## src/rtl/eq_pkg.sv

```systemverilog
// Shared equaliser constants: FSM states, STATUS command bits and
// default band geometry used by the gain bank and the filter bank.
package eq_pkg;

   typedef enum logic [1:0] {
      ST_IDLE  = 2'd0,
      ST_ARMED = 2'd1,
      ST_RAMP  = 2'd2
   } eq_state_t;

   localparam int CMD_COMMIT  = 0;
   localparam int CMD_CLR_ERR = 1;

   localparam int EQ_NUM_BANDS = 10;
   localparam int EQ_GAIN_W    = 8;

endpackage

```

## src/rtl/eq_gain_ramp.sv

```systemverilog
// Single-band slice: moves active toward target by at most step per tick,
// never overshooting and never wrapping.
module eq_gain_ramp #(
   parameter int GAIN_W = 8
) (
   input  logic [GAIN_W-1:0] active,
   input  logic [GAIN_W-1:0] target,
   input  logic [GAIN_W:0]   step,
   input  logic              tick,
   output logic [GAIN_W-1:0] next_active,
   output logic              done
);

   logic [GAIN_W:0] a_x;
   logic [GAIN_W:0] t_x;
   logic [GAIN_W:0] diff;
   logic [GAIN_W:0] sum;
   logic [GAIN_W:0] nxt;

   assign a_x = {1'b0, active};
   assign t_x = {1'b0, target};

   // One extra bit keeps the add/subtract free of wrap-around.
   always_comb begin
      diff = '0;
      sum  = a_x;
      if (t_x > a_x) begin
         diff = t_x - a_x;
         sum  = (diff > step) ? a_x + step : t_x;
      end else if (a_x > t_x) begin
         diff = a_x - t_x;
         sum  = (diff > step) ? a_x - step : t_x;
      end
      nxt = tick ? sum : a_x;
   end

   assign next_active = nxt[GAIN_W-1:0];
   assign done        = (nxt == t_x);

endmodule

```

## src/rtl/eq_gain_bank.sv

```systemverilog
// Equaliser gain bank: host shadow registers, tick-aligned commit to
// target, and per-tick ramping of the active gains feeding the filters.
module eq_gain_bank
   import eq_pkg::*;
#(
   parameter int NUM_BANDS  = EQ_NUM_BANDS,
   parameter int GAIN_W     = EQ_GAIN_W,
   parameter int ADDR_W     = 8,
   parameter int GAIN_RESET = 64,
   parameter int RAMP_STEP  = 4
) (
   input  logic                        clk,
   input  logic                        rst_n,
   input  logic                        we,
   input  logic                        re,
   input  logic [ADDR_W-1:0]           addr,
   input  logic [GAIN_W-1:0]           data_in,
   output logic [GAIN_W-1:0]           data_out,
   output logic                        rd_valid,
   input  logic                        sample_tick,
   output logic [NUM_BANDS*GAIN_W-1:0] gains,
   output logic                        busy,
   output logic                        addr_err
);

   localparam logic [ADDR_W-1:0] STATUS_A = ADDR_W'(NUM_BANDS);
   localparam logic [GAIN_W-1:0] G_RST    = GAIN_W'(GAIN_RESET);
   localparam logic [GAIN_W:0]   STEP     = (GAIN_W+1)'(RAMP_STEP);

   logic [GAIN_W-1:0] shadow   [NUM_BANDS];
   logic [GAIN_W-1:0] target   [NUM_BANDS];
   logic [GAIN_W-1:0] active   [NUM_BANDS];
   logic [GAIN_W-1:0] next_act [NUM_BANDS];
   logic [NUM_BANDS-1:0] done_v;

   eq_state_t state;
   logic      pending;

   logic is_gain;
   logic is_status;
   logic is_bad;
   logic commit;
   logic clr_err;
   logic pend_n;
   logic done_all;
   logic rtick;
   logic [GAIN_W-1:0] rd_word;

   assign is_gain   = addr < STATUS_A;
   assign is_status = addr == STATUS_A;
   assign is_bad    = addr > STATUS_A;
   assign commit    = we && is_status && data_in[CMD_COMMIT];
   assign clr_err   = we && is_status && data_in[CMD_CLR_ERR];
   assign pend_n    = pending | commit;
   assign done_all  = &done_v;
   assign rtick     = sample_tick && (state == ST_RAMP);

   for (genvar k = 0; k < NUM_BANDS; k++) begin : g_band
      eq_gain_ramp #(.GAIN_W(GAIN_W)) u_ramp (
         .active      (active[k]),
         .target      (target[k]),
         .step        (STEP),
         .tick        (rtick),
         .next_active (next_act[k]),
         .done        (done_v[k])
      );
      assign gains[k*GAIN_W +: GAIN_W] = active[k];
   end

   always_comb begin
      rd_word = '0;
      if (is_status) begin
         rd_word = GAIN_W'({addr_err, pending, state});
      end else begin
         for (int k = 0; k < NUM_BANDS; k++) begin
            if (addr == ADDR_W'(k)) rd_word = shadow[k];
         end
      end
   end

   always_ff @(posedge clk or negedge rst_n) begin
      if (!rst_n) begin
         for (int k = 0; k < NUM_BANDS; k++) shadow[k] <= G_RST;
         data_out <= '0;
         rd_valid <= 1'b0;
         addr_err <= 1'b0;
      end else begin
         rd_valid <= re;
         if (re) data_out <= rd_word;
         if (we && is_gain) begin
            for (int k = 0; k < NUM_BANDS; k++) begin
               if (addr == ADDR_W'(k)) shadow[k] <= data_in;
            end
         end
         if ((we || re) && is_bad) addr_err <= 1'b1;
         else if (clr_err)         addr_err <= 1'b0;
      end
   end

   always_ff @(posedge clk or negedge rst_n) begin
      if (!rst_n) begin
         for (int k = 0; k < NUM_BANDS; k++) begin
            target[k] <= G_RST;
            active[k] <= G_RST;
         end
         state   <= ST_IDLE;
         pending <= 1'b0;
         busy    <= 1'b0;
      end else begin
         unique case (state)
            ST_IDLE: begin
               if (commit) begin
                  state <= ST_ARMED;
                  busy  <= 1'b1;
               end
            end
            ST_ARMED: begin
               if (sample_tick) begin
                  for (int k = 0; k < NUM_BANDS; k++) target[k] <= shadow[k];
                  if (RAMP_STEP == 0) begin
                     for (int k = 0; k < NUM_BANDS; k++) active[k] <= shadow[k];
                     state   <= pending ? ST_ARMED : ST_IDLE;
                     busy    <= pending;
                     pending <= 1'b0;
                  end else begin
                     state <= ST_RAMP;
                  end
               end
            end
            ST_RAMP: begin
               pending <= pend_n;
               if (sample_tick) begin
                  for (int k = 0; k < NUM_BANDS; k++) active[k] <= next_act[k];
                  if (done_all) begin
                     state   <= pend_n ? ST_ARMED : ST_IDLE;
                     busy    <= pend_n;
                     pending <= 1'b0;
                  end
               end
            end
            default: begin
               state <= ST_IDLE;
               busy  <= 1'b0;
            end
         endcase
      end
   end

endmodule

```

## config.mk

```make
export PLATFORM = sky130hd
export DESIGN_NAME = eq_gain_bank
export DESIGN_NICKNAME = d
export VERILOG_FILES = /design/src/rtl/eq_pkg.sv /design/src/rtl/eq_gain_ramp.sv /design/src/rtl/eq_gain_bank.sv
export SDC_FILE = /design/constraint.sdc
export NUM_CORES = 1
export LEC_CHECK = 0
export ABC_AREA = 1
export CAP_MARGIN = 10
export CORE_UTILIZATION = 50
export DETAILED_ROUTE_END_ITERATION = 8
export PLACE_DENSITY_LB_ADDON = 0.12
export SYNTH_ARGS = -nofsm -noshare
export SYNTH_HDL_FRONTEND = slang
export SYNTH_SLANG_ARGS = --single-unit
```

## constraint.sdc

```tcl
create_clock -name clk -period 5.5 [get_ports clk]
set_input_delay 1.65 -clock clk [delete_from_list [all_inputs] [get_ports clk]]
set_output_delay 1.65 -clock clk [all_outputs]
set_load 0.02 [all_outputs]
```

# Word-level counts from Yosys, hierarchy flattened
# Cells that the tools add are included.
# classes
order_cmp	42
eq_ne	26
mux	75
n_reduce_logical	25
bitwise	2
addsub	40
# op_table
operator	count
two-way mux 9 bit	50
greater-than comparator 9 x 3 -> 1 bit (second input constant)	20
subtractor 8 x 8 -> 9 bit	20
greater-than comparator 8 bit	20
adder 8 x 3 -> 9 bit (second input constant)	10
equality test 9 x 8 -> 1 bit	10
subtractor 8 x 3 -> 9 bit (second input constant)	10
two-way mux 8 bit	11
equality test 8 x 3 -> 1 bit (second input constant)	4
equality test 8 x 4 -> 1 bit (second input constant)	3
AND reduction 2 bit	12
equality test 8 x 2 -> 1 bit (second input constant)	2
AND reduction 10 bit	1
equality test 8 x 1 -> 1 bit (second input constant)	1
greater-than comparator 8 x 4 -> 1 bit (second input constant)	1
logical NOT 8 bit	1
< comparator 8 x 4 -> 1 bit (second input constant)	1
two-way mux 1 bit	8
two-way mux 2 bit	4
!= test 2 bit (second input constant)	4
AND reduction 4 bit	2
logical AND 1 bit	6
one-hot mux 2 bit (3 select lines)	1
one-hot mux 1 bit (3 select lines)	1
7 further kinds	7
# word_totals
regBits	254
out_inout_bits	91
inputBits	21
wordCells	246

# Logic depth before layout (Yosys ltp)
# Gate-level depths: netlist (run 1).
# logic_depth
word_depth	12
depth_mapped	32
ltp_nobuf	30

# Hierarchy
# From an unflattened synthesis (run 1), not the netlist that was laid out.
# hier_totals
hier_cells	5735
area_unflattened_um2	37140.6
# by_module_without_submodules
mod	instances	seq_area_each_um2	area_each_um2	cells_per_inst
eq_gain_bank	1	6393.6	10381.2	1063
eq_gain_ramp (g_band[2].u_ramp ...)	2	0.0	2651.3	469
eq_gain_ramp (g_band[7].u_ramp ...)	2	0.0	2592.5	455
eq_gain_ramp (g_band[6].u_ramp)	1	0.0	2743.9	484
eq_gain_ramp (g_band[1].u_ramp)	1	0.0	2742.6	452
eq_gain_ramp (g_band[0].u_ramp)	1	0.0	2730.1	472
eq_gain_ramp (g_band[4].u_ramp)	1	0.0	2720.1	479
eq_gain_ramp (g_band[5].u_ramp)	1	0.0	2693.8	470
eq_gain_ramp (g_band[9].u_ramp)	1	0.0	2641.3	467

# Worst setup path before layout (run 1)
# OpenSTA, ideal clock, no wires.
# synth_timing
path_type	input to register
start	input sample_tick
end	register busy
stages	17
path_buffers	2
arrival_time_ns	3.350
setup_slack_ns	2.033
cell_sequence	inv_1 -> nor2_1 -> buf_2 -> buf_1 -> nand3_1 -> nand2_1 -> nand2_1 -> nand2_1 -> nand2_1 -> nor2_1 -> nand3_1 -> nor2_1 -> nand3_1 -> nand2_2 -> nand2_1 -> nand2_1 -> nand2_1
# synth_via
elab_chain_cells	6
# synth_lines
element	line_no	source
start, declared	eq_gain_bank.sv:20	input logic sample_tick,
logical AND 1 bit	eq_gain_bank.sv:56	assign rtick = sample_tick && (state == ST_RAMP);
two-way mux 9 bit	eq_gain_ramp.sv:34	nxt = tick ? sum : a_x;
equality test 9 x 8 -> 1 bit	eq_gain_ramp.sv:38	assign done = (nxt == t_x);
AND reduction 10 bit	eq_gain_bank.sv:55	assign done_all = &done_v;
!= test 2 bit (no line)	n/a	
AND reduction 4 bit (no line) (*)	n/a	
end signal, assigned	eq_gain_bank.sv:123	busy <= pending;
end signal, assigned	eq_gain_bank.sv:136	busy <= pend_n;
end, declared	eq_gain_bank.sv:22	output logic busy,
# Mark *: on every way between the ends. The rest lies on a longest branch, timed or not.
# A chain may end at the register's enable or synchronous reset.

# Worst setup path in the final report (run 1)
# layout_timing
start	register active (netlist bit gains[69])
end	register busy
# layout_via
elab_chain_cells	10
# layout_lines
element	line_no	source
start, declared	eq_gain_bank.sv:32	logic [GAIN_W-1:0] active [NUM_BANDS];
start signal, assigned by index	eq_gain_bank.sv:104	active[k] <= G_RST;
subtractor 8 x 8 -> 9 bit	eq_gain_ramp.sv:31	diff = a_x - t_x;
greater-than comparator 9 x 3 -> 1 bit	eq_gain_ramp.sv:32	sum = (diff > step) ? a_x - step : t_x;
two-way mux 9 bit	eq_gain_ramp.sv:32	
two-way mux 9 bit	eq_gain_ramp.sv:30	end else if (a_x > t_x) begin
two-way mux 9 bit	eq_gain_ramp.sv:27	if (t_x > a_x) begin
two-way mux 9 bit (*)	eq_gain_ramp.sv:34	
equality test 9 x 8 -> 1 bit (*)	eq_gain_ramp.sv:38	
AND reduction 10 bit (*)	eq_gain_bank.sv:55	
!= test 2 bit (no line) (*)	n/a	
AND reduction 4 bit (no line) (*)	n/a	
# Marks and branches as above.

==> results.toml, run 1 <==
[sta]
rsz0062_at_grt = "no"
min_period_ns = 4.495
setup_tns_ns = 0
hold_viol = 0
hold_ws_ns = 0.4853
slew_viol_final = 0
setup_viol = 0
relSlewSlack = 0.2564
final.period_utilization = 0.8172
worst_pin_slew_ns = 1.110
fmax_mhz = 222.5
clock_skew_ns = 0.01913

[clock_tree]
cts_setup_buffers = 0
cts_buffers = 29
cts_resized = 0
clock_sinks = 254
clk_latency_ns = 0.55
clockBufferDepth = 3
cts_tree = "yes"
path_clk_slew_ns = 0.06
htreeDepth = 1
cts_hold_buffers = 0
cts-root-buf = "clkbuf_16"

[route]
wire_per_inst_um = 17.16
num_vias = 27821
drc = 0
viasPerCell = 5.459
dr.first_iter.drc_count = 2580
first_pass_iters = 6
ant_nets = 0
drt_wl_total_mm = 87.47

[worst_setup_path]
cp_data_arrival_time_ns = 4.93
path_class = "reg -> reg"
cp-end-kind = "flip-flop"
setup.worst_path.start_class = "flip-flop"
required_ns = 5.94
critPathMaxFanout = 11

[placement]
port_buffers = 111
gp_congestion = 0.9690
dp_hpwl_mm = 68.95

[synth]
async_flop_share = 1.000
syn-cell-area_mm2 = 0.02612
synth_seq_cells = 254
ys_seq_area_frac = 0.2448
syn_nets = 4545
synth_warnings = 0
synth-main-ff-cell = "dfrtp_1"
synth_cells = 4334
synth_edf_count = 0
synth_cell_type_count = 51
avgSynthCellArea_um2 = 6.026

[global_routing]
globalRouteOverflowTotal = 0
grt_max_degree = 97
grt_pass1_wl_mm = 139.8
first_global_vias = 25164
antenna_found_initial = 1
grtUsageTotal = 0.3259

[run_status]
outcome = "finished clean"

[final_layout]
register_area_mm2 = 0.006394
finish.net_count = 4605
nFillCells = 5415
multi_input_area_mm2 = 0.01681
area_growth_pct = 10.15
n_antenna_cell = 0
final_util = 0.5585
final_layout_size_suffix_gt1_frac = 0.04937

[floorplan]
fp.dieH_um = 230.5
fp-row-count = 83
die_w_um = 230.5
start_util = 0.5070
ios = 112
core_mm2 = 0.05151
die_area_mm2 = 0.05315

[run]
max-cap-violations = 0

[min_path]
hold_class = "reg -> reg"
## synthesized netlist by cell type, types with 6 or more instances
library cell	number	area (um^2)
o21ai_0	174	870.8
nand2_1	1600	6006
nand2_2	28	175.2
dfstp_2	30	788.3
clkbuf_1	57	214.0
o2111ai_1	6	52.55
a21oi_1	139	695.7
xor2_1	57	499.2
o211ai_1	9	67.56
fa_1	10	200.2
ha_1	180	2252
o21bai_1	10	75.07
nand3_1	524	2623
nor2_1	283	1062
nor2_4	21	236.5
inv_1	643	2414
buf_6	6	67.56
o221ai_1	7	61.31
buf_2	26	130.1
nand4_1	134	838.3
o21ai_1	12	60.06
nand3b_1	9	67.56
inv_2	12	45.04
dfrtp_1	224	5605
nand3_2	21	210.2
nor3_1	30	150.1
nor2_2	29	181.4
## worst max-delay path, cell delays in order (launching register included)
cell and delay, ns:
dfrtp_1 0.57, inv_1 0.16, ha_1 0.48, inv_1 0.11
nor2_2 0.20, nand3_1 0.10, a31oi_1 0.84, nor2_1 0.12
nand2_1 0.15, nand2_1 0.06, nor2_1 0.30, nand3_1 0.15
nand2_1 0.09, nand2_1 0.06, nor2_1 0.14, nand3_1 0.12
nor2_1 0.19, nand2_1 0.07, nor2_1 0.10, nand3_1 0.11
nand2_2 0.13, nand2_1 0.06, nand2_1 0.05, nand2_1 0.04
## cells by family (layout without fill, tap and decap cells)
logic type               Yosys count  count (layout)  synth area share
AO/OA/AOI/OAI                    380             380           0.07915
flip-flops                       254             254            0.2448
AND/OR/NAND/NOR                 2691            2691            0.4475
XOR/XNOR                          64              64           0.02247
buffers and inverters            755             837            0.1122
adder cells (fa/ha/maj)          190             190           0.09390
## flip-flops by register name (all words and copies together), names as in the netlist
| signal | cells |
|---|---|
| pending | 1 |
| gains | 80 |
| target | 80 |
| busy | 1 |
| rd_valid | 1 |
| state | 2 |
| shadow | 80 |
| addr_err | 1 |
| data_out | 8 |
## final timing paths
| kind | start | to | slack (ns) | cells after the start |
|---|---|---|---|---|
| worst max-delay path | gains[69]$_DFFE_PN0P_ | busy$_DFFE_PN0P_ | 1.01 | 23 |
| worst min-delay path | shadow[68]$_DFFE_PN0P_ | shadow[68]$_DFFE_PN0P_ | 0.49 | 2 |
| worst max register to register | gains[69]$_DFFE_PN0P_ | busy$_DFFE_PN0P_ | 1.01 | 23 |
| worst min register to register | shadow[68]$_DFFE_PN0P_ | shadow[68]$_DFFE_PN0P_ | 0.49 | 2 |
| max in group asynchronous | rst_n | target[20]$_DFFE_PN0P_ | 3.38 | 2 |
| min in group asynchronous | rst_n | target[48]$_DFFE_PN0P_ | 1.09 | 1 |
## placed cells by master (no fill, tap or decap), types with 4 or more instances in the layout
cell	synthesis	layout
o221ai_1	7	7
inv_1	643	643
fa_1	10	10
nand2_1	1600	1599
clkinv_1	5	5
xor2_1	57	57
nand4_1	134	134
dfstp_2	30	30
o2111ai_1	6	6
inv_2	12	12
nor2_1	283	282
a21o_1	4	4
clkbuf_1	57	5
o21bai_1	10	10
nand3_2	21	21
xnor2_1	5	5
ha_1	180	180
clkbuf_16	0	29
nor2_4	21	22
o21ai_0	174	174
a21oi_1	139	139
clkinv_2	0	8
nand2_2	28	28
clkdlybuf4s50_1	0	110
dfrtp_1	224	224
nor2_2	29	29
clkbuf_8	0	4
buf_12	0	5
nor3_1	30	30
o211ai_1	9	9
buf_4	5	8
nand3_1	524	524
o21ai_1	12	12
nand3b_1	9	9
## area by class of cell
| class | instances | share of cell area |
|---|---|---|
| timing repair buffer | 124 | 0.04436 |
| inverter | 660 | 0.08612 |
| clock inverter | 15 | 0.005654 |
| tap | 680 | 0.02958 |
| multi-input combinational | 3325 | 0.5842 |
| clock buffer | 38 | 0.02779 |
| sequential | 254 | 0.2223 |
## through the flow
step,worst slack [ns],std cells,area [um^2]
after floorplan,2.033,4334,26120
after global placement,0.8279,5043,27810
after detailed placement,0.7838,5043,27810
after CTS,1.041,5096,28770
after global routing,0.7008,5096,28770
final,1.005,5096,28770
## metal layers
layer  vias up  routed length, um  GRT usage
met5         -                 11          0
met1     12753              39560     0.4692
met3       129               5697    0.02557
met2      1016              39910     0.5257
met4         2               2289    0.08340
li1      13921                  -          -
Power of run 1 is left out: the tool's default activity adds up to more than one toggle a clock period on the data nets, which glitch-free logic cannot reach.
==> inputs of run 2 (changes only) <==
==> constraint.sdc (replaced) <==
create_clock -name clk -period 4.7 [get_ports clk]
set_input_delay 1.41 -clock clk [delete_from_list [all_inputs] [get_ports clk]]
set_output_delay 1.41 -clock clk [all_outputs]
set_load 0.02 [all_outputs]
==> results.toml, run 2 (same netlist as run 1, synthesis figures left out) <==
[final_layout]
n_antenna_cell = 0
finish.net_count = 4650
final_layout_size_suffix_gt1_frac = 0.05760
area_growth_pct = 11.41
mostFrequentLayoutCells = "1599 x nand2_1, 643 x inv_1, 524 x nand3_1"
layout_commonest_cell = "nand2_1"
final_util = 0.5649

[floorplan]
fp-row-count = 83
die_w_um = 230.5
die_area_mm2 = 0.05315
fp.dieH_um = 230.5
core_mm2 = 0.05151
start_util = 0.5070
ios = 112

[clock_tree]
cts_tree = "yes"
clk_latency_ns = 0.57
cts-root-buf = "clkbuf_16"
path_clk_slew_ns = 0.06
clock_sinks = 254
cts_setup_buffers = 0
cts_resized = 0
htreeDepth = 1
cts_buffers = 29
clockBufferDepth = 3
cts_hold_buffers = 0

[route]
viasPerCell = 5.497
first_pass_iters = 9
drc = 0
ant_nets = 0
drt_wl_total_mm = 89.24
dr.first_iter.drc_count = 2850
wire_per_inst_um = 17.35
num_vias = 28264

[run]
max-cap-violations = 0

[worst_setup_path]
r2r_cells = 27
cp-endpoint = "busy$_DFFE_PN0P_"
startpoint = "gains[54]$_DFFE_PN1P_"
cp_data_arrival_time_ns = 4.83
setup.worst_path.start_class = "flip-flop"
timing.rr.end = "busy$_DFFE_PN0P_"
reg2reg_slack_ns = 0.33
cp-end-kind = "flip-flop"
path_class = "reg -> reg"
critPathMaxFanout = 12
required_ns = 5.16
reg2reg_from = "gains[54]$_DFFE_PN1P_"

[global_routing]
antenna_found_initial = 0
globalRouteOverflowTotal = 0
grt_max_degree = 121
grtUsageTotal = 0.3328
first_global_vias = 25715
grt_pass1_wl_mm = 142.4

[sta]
clock_skew_ns = 0.01201
rsz0062_at_grt = "no"
slew_viol_final = 0
hold_viol = 0
setup_tns_ns = 0
setup_viol = 0
setup_ws_ns = 0.3293
min_period_ns = 4.371
worst_pin_slew_ns = 0.6803
fmax_mhz = 228.8
final.period_utilization = 0.9299
relSlewSlack = 0.5465

[placement]
gp_congestion = 1.001
dp_hpwl_mm = 70.31
dp_slack_ns = 0.3203
port_buffers = 111

[min_path]
hp-start = "shadow[26]$_DFFE_PN0P_"
hold_class = "reg -> reg"

[run_status]
outcome = "finished clean"
[run 2: per-stage QoR]
stage,hold slack (ns),area [um^2],instances
after global routing,0.5016,29100,5142
after global placement,0.4649,28170,5088
after CTS,0.4873,29100,5142
after detailed placement,0.4729,28170,5088
final,0.4850,29100,5142
after floorplan,0.4530,26120,4334
[run 2: critical path, cell delays in order (launching register included)]
cell     delay (ns)
dfstp_2        0.63
inv_1          0.17
ha_1           0.46
nand2_1        0.15
nor2_2         0.20
inv_2          0.05
nand3_1        0.10
nand4_2        0.11
nor2_4         0.18
nand3_2        0.25
nand2_1        0.12
nand3_1        0.08
nand2_1        0.09
inv_1          0.04
nand2_1        0.07
nand2_1        0.07
nand2_1        0.06
nand2_1        0.10
nor2_1         0.17
nand2_1        0.07
nor2_1         0.23
nand2_1        0.09
nor2_1         0.27
nand3_1        0.17
nand2_2        0.13
nand2_1        0.06
nand2_1        0.05
nand2_1        0.04
[run 2: worst min path at each step]
stage / cells past startpoint / slack (ns) / endpoint
5_1_grt: 2 / 0.50 / shadow[26]$_DFFE_PN0P_
6_report: 2 / 0.49 / shadow[26]$_DFFE_PN0P_
2_1_floorplan: 2 / 0.45 / shadow[0]$_DFFE_PN0P_
4_1_cts: 2 / 0.49 / shadow[23]$_DFFE_PN0P_
3_3_place_gp: 2 / 0.46 / shadow[12]$_DFFE_PN0P_
3_5_place_dp: 2 / 0.47 / shadow[37]$_DFFE_PN0P_
[run 2: cell type report]
type / instances / area (um^2)
Fill cell: 5374 / 22410
Clock inverter: 12 / 143.9
Sequential cell: 254 / 6394
Inverter: 660 / 2477
Clock buffer: 42 / 784.5
Tap cell: 680 / 850.8
Multi-Input combinational cell: 3325 / 16810
Timing Repair Buffer: 169 / 1639
[run 2: metal layers]
layer  share of wire  vias up  routed length [um]  GRT usage
met5               0        -                   0          0
met4           0.035        0                3124     0.1107
met3           0.077      172                6831    0.02717
met2            0.44     1215               39450     0.5256
met1            0.45    12876               39830     0.4780
li1                -    14001                   -          -
Power of run 2 is left out for the same reason.
==> RTL edit, RTL diff (flow settings as in run 2) <==
Set the parameter `ADDR_W` to 9 (it was 8).
--- a/src/rtl/eq_gain_bank.sv
+++ b/src/rtl/eq_gain_bank.sv
@@ -5,7 +5,7 @@
 #(
    parameter int NUM_BANDS  = EQ_NUM_BANDS,
    parameter int GAIN_W     = EQ_GAIN_W,
-   parameter int ADDR_W     = 8,
+   parameter int ADDR_W     = 9,
    parameter int GAIN_RESET = 64,
    parameter int RAMP_STEP  = 4
 ) (
Interface: changed (resized addr); port bits go from 112 to 113. No check against the original RTL was run, so the function may have changed too.
==> RTL edit against run 2 <==
Utilization increased by 1.1 points. Count of clock-buffer cells in the layout decreased by 3. Sequential share of layout area decreased by 0.46 points. Wire length increased by 2.5%. Worst setup slack improved by 0.13 ns. Area after synthesis increased by 0.71%. Critical path depth decreased by 1. First-iteration DRC count decreased by 2.9%. Synthesized cell count increased by 0.53%. Sequential cell count unchanged. Final area increased by 2.1%.
==> RTL edit: results (changes against run 2) <==
stage,metric,value,unit,change
yosys,Syn Nets,4569,,"was 4,545"
route,Wirelength per Cell,17.54,um,was 17.35 um
yosys,synth cell count leaders,"1,598 x nand2_1, 630 x inv_1, 509 x nand3_1, 281 x nor2_1, 224 x dfrtp_1",,"was 1,600 x nand2_1, 643 x inv_1, 524 x nand3_1, 283 x nor2_1, 224 x dfrtp_1"
yosys,"Top FF cell, synth",dfrtp_1,,unchanged
clock_network,H-tree depth,1,,unchanged
yosys,Synth Warn #,0,,unchanged
final_layout,n_diodes,0,,unchanged
clock_network,post-cts sizing count,0,,unchanged
placed_design,IO buf count,112,,was 111
final_layout,FILL cells,5268,,"was 5,374"
final_layout,final net count,4725,,"was 4,650"
placed_design,Area after DPL,28750,um^2,"was 28,170 um^2"
grt,pin count of the biggest net entering global routing,84,,was 121
yosys,Synth area leaders,"nand2_1 23%, dfrtp_1 21%, nand3_1 9.7%",,"was nand2_1 23%, dfrtp_1 21%, nand3_1 10%"
status,outcome,"complete, no violations",,unchanged
worst_setup_path,critical path arrival,4.67,ns,was 4.83 ns
yosys,Synth cell types,49,,was 51
grt,first-pass GRT wire length,144.9,mm,was 142.4 mm
worst_setup_path,CP max stage delay,0.54,ns,was 0.63 ns
worst_setup_path,CP Max Fanout,9,,was 12
clock_network,CTS buffer count,28,,was 29
grt,initial antenna violation count,2,,was 0
hold_path,hold crit path type,reg2reg,,unchanged
timing,slew margin rel.,0.4963,,was 0.5465
power,maximum vdd drop,0.6086,mV,
worst_setup_path,"slowest stage cell, crit path",dfrtp_1,,was dfstp_2
clock_network,clock-pin slew on the worst setup and hold paths,0.06,ns,about the same
yosys,Mapped Cells,4357,,"was 4,334"
final_layout,non-filler instance count after layout,5215,,"was 5,142"
hold_path,hold path start,shadow[32],,was shadow[26]
worst_setup_path,launch point of the worst reg-to-reg path,gains[10],,was gains[54]
timing,Worst Skew,0.01294,ns,was 0.01201 ns
placed_design,Setup WS pre-CTS,0.3403,ns,was 0.3203 ns
route,number of vias per cell,5.478,,was 5.497
yosys,register area share after synthesis,0.2431,,was 0.2448
grt,vias in the first global route,26150,,was 25.72k
clock_network,Clock Latency Late Sink,0.55,ns,was 0.57 ns
power,leak pwr,16.10,nW,
power,switching share of total power,0.5823,,
route,1st-pass router iterations,8,,was 9
placed_design,Final HPWL DP,73.29,mm,was 70.31 mm
final_layout,layout cells sized above 1,0.07343,,was 0.05760
yosys,ys async rst share,1.000,,unchanged
grt,Tot GR Track Use,0.3394,,was 0.3328
route,1st-iter DRT viols,2767,,"was 2,850"
placed_design,gp weighted congestion,0.9942,,was 1.001
final_layout,Area Growth Syn to Fin,12.98,%,was 11.41%
## RTL edit: path summary, 6_finish.rpt
check / to / slack, ns / depth (start not counted)
max: busy / 0.46 / 26
min: shadow[32] / 0.49 / 2
max reg2reg: busy / 0.46 / 26
min reg2reg: shadow[32] / 0.49 / 2
max in group asynchronous: gains[6] / 2.84 / 2
min in group asynchronous: gains[13] / 0.85 / 1
## RTL edit: logic make-up (layout without fill, tap and decap cells)
logic type               count (synthesis)  in the layout  synth area share
adder cells (fa/ha/maj)                190            190           0.09324
AND/OR/NAND/NOR                       2682           2682            0.4442
flip-flops                             254            254            0.2431
XOR/XNOR                                74             74           0.02464
buffers and inverters                  758            936            0.1120
AO/OA/AOI/OAI                          399            399           0.08282
## RTL edit: layout make-up
type                       instances  share of cell area
multi-input combinational       3345              0.5713
tap                              680             0.02863
clock buffer                      39             0.02737
clock inverter                    13            0.005221
sequential                       254              0.2152
timing repair buffer             222             0.06863
inverter                         662             0.08367
## RTL edit: routing by layer
layer  share of wire  GRT usage
met3           0.073    0.04085
met4           0.034     0.1037
met1            0.45     0.4818
met5         0.00014          0
met2            0.44     0.5357
## RTL edit: worst reg2reg max path: stages, from the launching register on
cell and delay, ns:
dfrtp_1 0.54, inv_1 0.19, ha_1 0.48, nand2_1 0.16, inv_1 0.12, nand2_1 0.07, nand2_1 0.08, nand2_1 0.07
nand2_1 0.09, nand2_1 0.07, inv_1 0.22, buf_4 0.20, nand4_1 0.09, nand3_1 0.10, nand2_1 0.07, nand3_1 0.17
nand2_1 0.14, nor2_1 0.19, nand2_1 0.07, nor2_1 0.15, nand2_1 0.10, nor2_1 0.19, nand3_1 0.23, nand2_2 0.17
nand2_1 0.06, nand2_1 0.05, nand2_1 0.05
